--- config.mk ---
export PLATFORM = sky130hd
export DESIGN_NAME = vga_timing_gen
export DESIGN_NICKNAME = d
export VERILOG_FILES = /design/src/rtl/vga_timing_gen.sv
export SDC_FILE = /design/constraint.sdc
export NUM_CORES = 1
export LEC_CHECK = 0
export ABC_CLOCK_PERIOD_IN_PS = 3230
export BUFFER_PORTS_ARGS = -buffer_cell sky130_fd_sc_hd__buf_2
export CORE_ASPECT_RATIO = 1.25
export CORE_UTILIZATION = 30
export DETAILED_ROUTE_END_ITERATION = 10
export PLACE_DENSITY = 0.5
export SYNTH_ARGS = -nofsm -noshare
export SYNTH_HDL_FRONTEND = slang
export SYNTH_SLANG_ARGS = --single-unit
--- constraint.sdc ---
create_clock -name pixel_clk -period 3.23 [get_ports pixel_clk]
set_clock_uncertainty 0.2 [all_clocks]
set_input_delay 0.323 -clock pixel_clk [delete_from_list [all_inputs] [get_ports pixel_clk]]
set_output_delay 0.323 -clock pixel_clk [all_outputs]
set_load 0.01 [all_outputs]
--- src/rtl/vga_timing_gen.sv ---
// vga_timing_gen: parametrised VGA timing with grid/bars/FWFT-stream/black pixel sources and sticky underflow
module vga_timing_gen #(
  parameter int HDISP = 800,
  parameter int VDISP = 480,
  parameter int HFP = 40,
  parameter int HPULSE = 48,
  parameter int HBP = 40,
  parameter int VFP = 13,
  parameter int VPULSE = 3,
  parameter int VBP = 29,
  parameter logic HS_POL = 1'b0,
  parameter logic VS_POL = 1'b0,
  parameter int GRID = 16,
  parameter logic [23:0] UNDER_RGB = 24'hFF00FF
) (
  input  logic pixel_clk,
  input  logic pixel_rst_n,
  input  logic [1:0] mode,
  input  logic [23:0] fifo_rdata,
  input  logic fifo_empty,
  output logic fifo_read,
  input  logic underflow_clr,
  output logic HS,
  output logic VS,
  output logic BLANK,
  output logic [23:0] RGB,
  output logic [$clog2(HDISP)-1:0] pix_x,
  output logic [$clog2(VDISP)-1:0] pix_y,
  output logic frame_start,
  output logic underflow
);
  localparam int HTOTAL = HFP + HPULSE + HBP + HDISP;
  localparam int VTOTAL = VFP + VPULSE + VBP + VDISP;
  localparam int HOFF = HFP + HPULSE + HBP;
  localparam int VOFF = VFP + VPULSE + VBP;
  localparam int HW = $clog2(HTOTAL);
  localparam int VW = $clog2(VTOTAL);
  localparam int XW = $clog2(HDISP);
  localparam int YW = $clog2(VDISP);
  localparam logic [23:0] BARS [8] = '{24'hFFFFFF, 24'hFFFF00, 24'h00FFFF, 24'h00FF00,
                                       24'hFF00FF, 24'hFF0000, 24'h0000FF, 24'h000000};
  logic [HW-1:0] h_q, h_d;
  logic [VW-1:0] v_q, v_d;
  logic [1:0] mode_q, mode_d;
  logic hs_q, hs_d, vs_q, vs_d, blank_q, blank_d, fs_q, fs_d, uf_q, uf_d;
  logic [23:0] rgb_q, rgb_d;
  logic [XW-1:0] x_q, x_d, x;
  logic [YW-1:0] y_q, y_d, y;
  logic active, grid_on, origin;
  logic [2:0] bar;
  always_comb begin
    origin = h_q == '0 && v_q == '0;
    h_d = h_q == HW'(HTOTAL - 1) ? '0 : h_q + HW'(1);
    v_d = h_q != HW'(HTOTAL - 1) ? v_q : v_q == VW'(VTOTAL - 1) ? '0 : v_q + VW'(1);
    active = h_q >= HW'(HOFF) && v_q >= VW'(VOFF);
    x = XW'(h_q - HW'(HOFF));
    y = YW'(v_q - VW'(VOFF));
    bar = '0;
    for (int k = 1; k < 8; k++) if ({x, 3'b000} >= (XW + 3)'(k * HDISP)) bar = 3'(k);
    grid_on = (x & XW'(GRID - 1)) == '0 || (y & YW'(GRID - 1)) == '0;
    fifo_read = active && mode_q == 2'd2 && !fifo_empty;
    mode_d = origin ? mode : mode_q;
    hs_d = h_q >= HW'(HFP) && h_q < HW'(HFP + HPULSE) ? HS_POL : ~HS_POL;
    vs_d = v_q >= VW'(VFP) && v_q < VW'(VFP + VPULSE) ? VS_POL : ~VS_POL;
    blank_d = active;
    x_d = active ? x : '0;
    y_d = active ? y : '0;
    fs_d = origin;
    rgb_d = !active ? '0 :
            mode_q == 2'd0 ? (grid_on ? 24'hFFFFFF : 24'h000000) :
            mode_q == 2'd1 ? BARS[bar] :
            mode_q == 2'd2 ? (fifo_empty ? UNDER_RGB : fifo_rdata) : '0;
    uf_d = (active && mode_q == 2'd2 && fifo_empty) || (uf_q && !underflow_clr);
  end
  always_ff @(posedge pixel_clk or negedge pixel_rst_n)
    if (!pixel_rst_n) begin
      h_q <= '0;
      v_q <= '0;
      mode_q <= '0;
      hs_q <= ~HS_POL;
      vs_q <= ~VS_POL;
      blank_q <= 1'b0;
      rgb_q <= '0;
      x_q <= '0;
      y_q <= '0;
      fs_q <= 1'b0;
      uf_q <= 1'b0;
    end else begin
      h_q <= h_d;
      v_q <= v_d;
      mode_q <= mode_d;
      hs_q <= hs_d;
      vs_q <= vs_d;
      blank_q <= blank_d;
      rgb_q <= rgb_d;
      x_q <= x_d;
      y_q <= y_d;
      fs_q <= fs_d;
      uf_q <= uf_d;
    end
  assign HS = hs_q;
  assign VS = vs_q;
  assign BLANK = blank_q;
  assign RGB = rgb_q;
  assign pix_x = x_q;
  assign pix_y = y_q;
  assign frame_start = fs_q;
  assign underflow = uf_q;
endmodule
# After elaboration in Yosys (flattened, before gate mapping)
# Memory sizes are Yosys's and may differ from the RTL's.
# Cells that the tools add are included.
dict set report totals {
  register_bits 70
  latch_bits 0
  ram_bits 0
  rom_bits 192
  inputBits 30
  out_inout_bits 49
  word_cells 74
  mem_count 1
}
# memory words width read_ports rd_ports_with_merged_regs wr line_no
set mem_list {}
lappend mem_list {{(name not given)} 8 24 1 0 0 71} ;# mode_q == 2'd1 ? BARS[bar] :
dict set report op_classes {
  addsub 4
  n_mul 0
  div 0
  magnitude_cmp 14
  eq_ne 5
  n_shift 0
  mux 21
  bitwise_logic 1
  reduce_logical 17
}
# cell n
set op_table {}
lappend op_table {{$mux W24} 8}
lappend op_table {{$ge A13 B12 Y1 const B} 3}
lappend op_table {{$logic_not A10 Y1} 3}
lappend op_table {{$mux W10} 3}
lappend op_table {{$ge A13 B13 Y1 const B} 2}
lappend op_table {{$add A10 B1 Y10 const B} 2}
lappend op_table {{$eq A10 B10 Y1 const B} 2}
lappend op_table {{$ge A10 B6 Y1 const B} 2}
lappend op_table {{$ge A13 B10 Y1 const B} 1}
lappend op_table {{$ge A13 B11 Y1 const B} 1}
lappend op_table {{$mux W3} 4}
lappend op_table {{$ge A10 B4 Y1 const B} 1}
lappend op_table {{$ge A10 B8 Y1 const B} 1}
lappend op_table {{$lt A10 B5 Y1 const B} 1}
lappend op_table {{$lt A10 B7 Y1 const B} 1}
lappend op_table {{$ne A10 B10 Y1 const B} 1}
lappend op_table {{$sub A10 B8 Y10 const B} 1}
lappend op_table {{$logic_not A9 Y1} 1}
lappend op_table {{$mux W9} 1}
lappend op_table {{$sub A9 B6 Y9 const B} 1}
lappend op_table {{$logic_and A1 B1 Y1} 8}
lappend op_table {{$ge A4 B4 Y1 const B} 1}
lappend op_table {{$mux W2} 2}
lappend op_table {{$not A3 Y4} 1}
lappend op_table {{other kinds (6)} 10}

# Depth between registers and ports, before layout
dict set report depth {
  word_depth 16
  depth_mapped 9
}

# Least setup slack after synthesis
# No wires, ideal clock.
dict set report synth_path {
  kind {register -> output}
  startpoint {register v_q[0]}
  endpoint {output fifo_read}
  t_arrival_ps 1873
  t_required_ps 2707
  setup_slack_ps 834
  path_stages_with_launch 9
  path_buffers 1
  path_cell_list {dfrtp_1 > buf_6 > inv_1 > ha_1 > and3b_1 > a311oi_1 > o21ai_2 > nand2_2 > nor4_1}
}
dict set report synth_via {
  elab_chain_len 4
}
# item line_no
set synth_lines {}
lappend synth_lines {{start: declaration} 43} ;# logic [VW-1:0] v_q, v_d;
lappend synth_lines {{start signal: assignment} 90} ;# v_q <= v_d;
lappend synth_lines {{$ge A10 B6 Y1} 55} ;# active = h_q >= HW'(HOFF) && v_q >= VW'(VOFF);
lappend synth_lines {{$logic_and A1 B1 Y1} 55}
lappend synth_lines {{$logic_and A1 B1 Y1 (2 in a row)} 61} ;# fifo_read = active && mode_q == 2'd2 && !fifo_empty;
lappend synth_lines {{end: declaration} 21} ;# output logic fifo_read,
# Every way passes these cells.

# Final worst setup path
# Ends and elaborated chain as after synthesis.

==> metrics.cfg <==
[critical_path]
path_delay_family=simple AND/OR/NAND/NOR gates
crit_fanout=10
path_class=flop to output pin
required_ns=2.71
cp_slowest_cell=dfrtp_1
path_buf_inv=2
startpoint_type=flop
crit_chain=inv_1 > ha_1 > and3b_1 > a311oi_1 > o21ai_2 > nand2_2 > nor4_1 > buf_2
critPathMaxStageDelay_ns=0.50
critPathCaptureType=output pin
crit_arrival_ns=2.41

[finish]
finalInstanceArea_um2=4130
multi_input_comb_area_um2=1380
seqCellArea_um2=1750
area_growth_pct=22.7
fillCellCount=1097
fin_util_pct=38.3
drive_gt1_share_pct=26.6
finalNetCount=438
instances_no_fill=535
antennaDiodeCount=0

[grt]
grt_max_degree=41
antenna_found_initial=0
overflow=0
grt.total_usage_pct=14.2
grt_pass1_vias=2575
grt_pass1_wl_um=13000

[power]
finalPower_mw=2.01
combinationalPowerShare_pct=3.2
p_seq_share_pct=43.8
leakagePower_nw=2.11
internal_power_mw=1.62
power.density_nw_per_um2=487
clkPwrFrac_pct=53.0
switching_share_pct=19.6
ir_drop_v=0.000241
power_switching_mw=0.395

[route]
avgViaCountPerCell=4.79
drtIter0Drc=126
routedWlPerCell_um=14.5
drtAntennaViolNets=0
first_pass_iters=4
remaining_drc_errors=0
via_count=2565
wirelength_um=7730

[timing]
hold_slack_ns=0.0284
final.setup.tns_ns=0
final-max-slew-violation-count=0
period_needed_ns=2.93
finalHoldViolations=0
max_freq_mhz=341
finalSetupViolCount=0
tightestPinTransition_ns=0.799
fin_ws_ns=0.300
slew_headroom_pct=46.2
rsz0062_at_grt=no
period_share_pct=90.7

[floorplan]
dieArea_um2=11600
core-area_um2=10800
io_pins=79
die_x_um=96.7
start_util_pct=31.2
die_y_um=120
rows=42

[yosys]
syn_nets=364
avgSynthCellArea_um2=10.4
synth-async-reset-ratio_pct=100
ys_warn_count=0
synth_ff_type=dfrtp_1
syn_inst=325
netlist_top_cells_count=dfrtp_1, nor2_1, nand2_1
synthTopCellsByArea=dfrtp_1, nor2_1, xnor2_1, ha_1, nand2_1
ys_seq_area_share_pct=52.1
synth_area_um2=3360
synth_cell_types=58
ys_ff_latch=70
synth_top_cell_by_area=dfrtp_1
yosysMostFrequentCell=dfrtp_1
synth_edf_count=0
synth_top_area_share_pct=50.6

[clocking]
htree_levels=3
clkSlewWorstSetupHoldPaths_ns=0.05
cts_buffers=9
clock_latency_ns=0.33
cts_tree=done
clk_path_buf_depth=2
numClockSinks=70
clockRootBuffer=clkbuf_16

[placed_design]
gp_congestion=0.735
preCtsSetupSlack_ns=0.611
dp_hpwl_um=5480
place_inst=517
place_area_um2=3770
io_buffers=78

[hold_path]
hold_class=input port to flop

[run]
cap_violations=0

[status]
outcome=finished clean

-- power by group through the flow --
stage                     logic [mW]  registers (mW)  clock network, mW
after floorplan               0.0282           0.895                  0
after global placement        0.0625           0.898                  0
after detailed placement      0.0625           0.898                  0
after CTS                     0.0657           0.882               1.10
after global routing          0.0736           0.882               1.13
final                         0.0635           0.883               1.07
-- logic make-up (layout without fill, tap and decap cells) --
| kind of cell | after synthesis | in the layout | synth area share (%) |
|---|---|---|---|
| simple gates | 115 | 115 | 17.4 |
| compound gates | 70 | 70 | 13.3 |
| flops | 70 | 70 | 52.1 |
| buf+inv | 35 | 113 | 6.92 |
| xor+xnor | 24 | 24 | 6.25 |
| fa+ha+maj | 9 | 9 | 3.35 |
| mux | 2 | 2 | 0.632 |
-- layout by cell type, fill, tap and decap left out, types with 2 or more instances in the layout --
cell type and instances:
xnor2_1 14, nor4_1 2, and3_1 11, xor2_1 10
nor2_1 38, or3_1 2, dfstp_2 2, a21oi_1 19
inv_1 14, and2_1 2, dlygate4sd3_1 3, nand4_1 2
o21bai_1 9, clkbuf_16 9, buf_4 2, clkbuf_8 2
dfrtp_1 68, o21ai_0 17, nand2b_1 3, nand3_1 8
nand2_1 28, a31oi_1 9, buf_2 78, bufinv_16 2
ha_1 9, nor3_1 7
-- flip-flops by register name, summed over array words and instances, names as in the netlist --
signal and cells:
RGB 24, mode_q 2, underflow 1, BLANK 1, h_q 10, frame_start 1, v_q 10, HS 1
VS 1, pix_y 9, pix_x 10
-- per-layer routing --
layer,GRT usage [%],up-vias,part of all wire [%]
li1,-,1255,-
met1,18.2,1220,46
met2,22.5,80,47
met3,3.99,10,4.7
met4,5.60,0,1.8
met5,0,-,0
-- worst paths after layout --
kind / to / slack [ns] / cells past startpoint / from
worst max-delay path: fifo_read / 0.30 / 8 / v_q[0]$_DFFE_PN0N_
worst min-delay path: mode_q[0]$_DFFE_PN0P_ / 0.03 / 2 / mode[0]
worst max register to register: RGB[16]$_DFF_PN0_ / 0.57 / 7 / h_q[7]$_DFF_PN0_
worst min register to register: h_q[0]$_DFF_PN0_ / 0.31 / 1 / h_q[0]$_DFF_PN0_
max in group asynchronous: VS$_DFF_PN1_ / 1.71 / 3 / pixel_rst_n
min in group asynchronous: RGB[0]$_DFF_PN0_ / 0.39 / 2 / pixel_rst_n
-- area by class of cell --
class                   instances  area share, %
clock inverters                 3           1.64
clock buffers                  12           6.21
inverters                      14           1.27
flip-flops and latches         70           42.5
multi-input cells             220           33.4
well taps                     132           4.00
repair buffers                 84           11.0
-- repair_timing --
action	CTS	global route
hold endpoints to repair	31	0
hold buffers	3	0
resized for setup	0	0
buffers inserted	0	0
(Power assumes the default switching activity.)
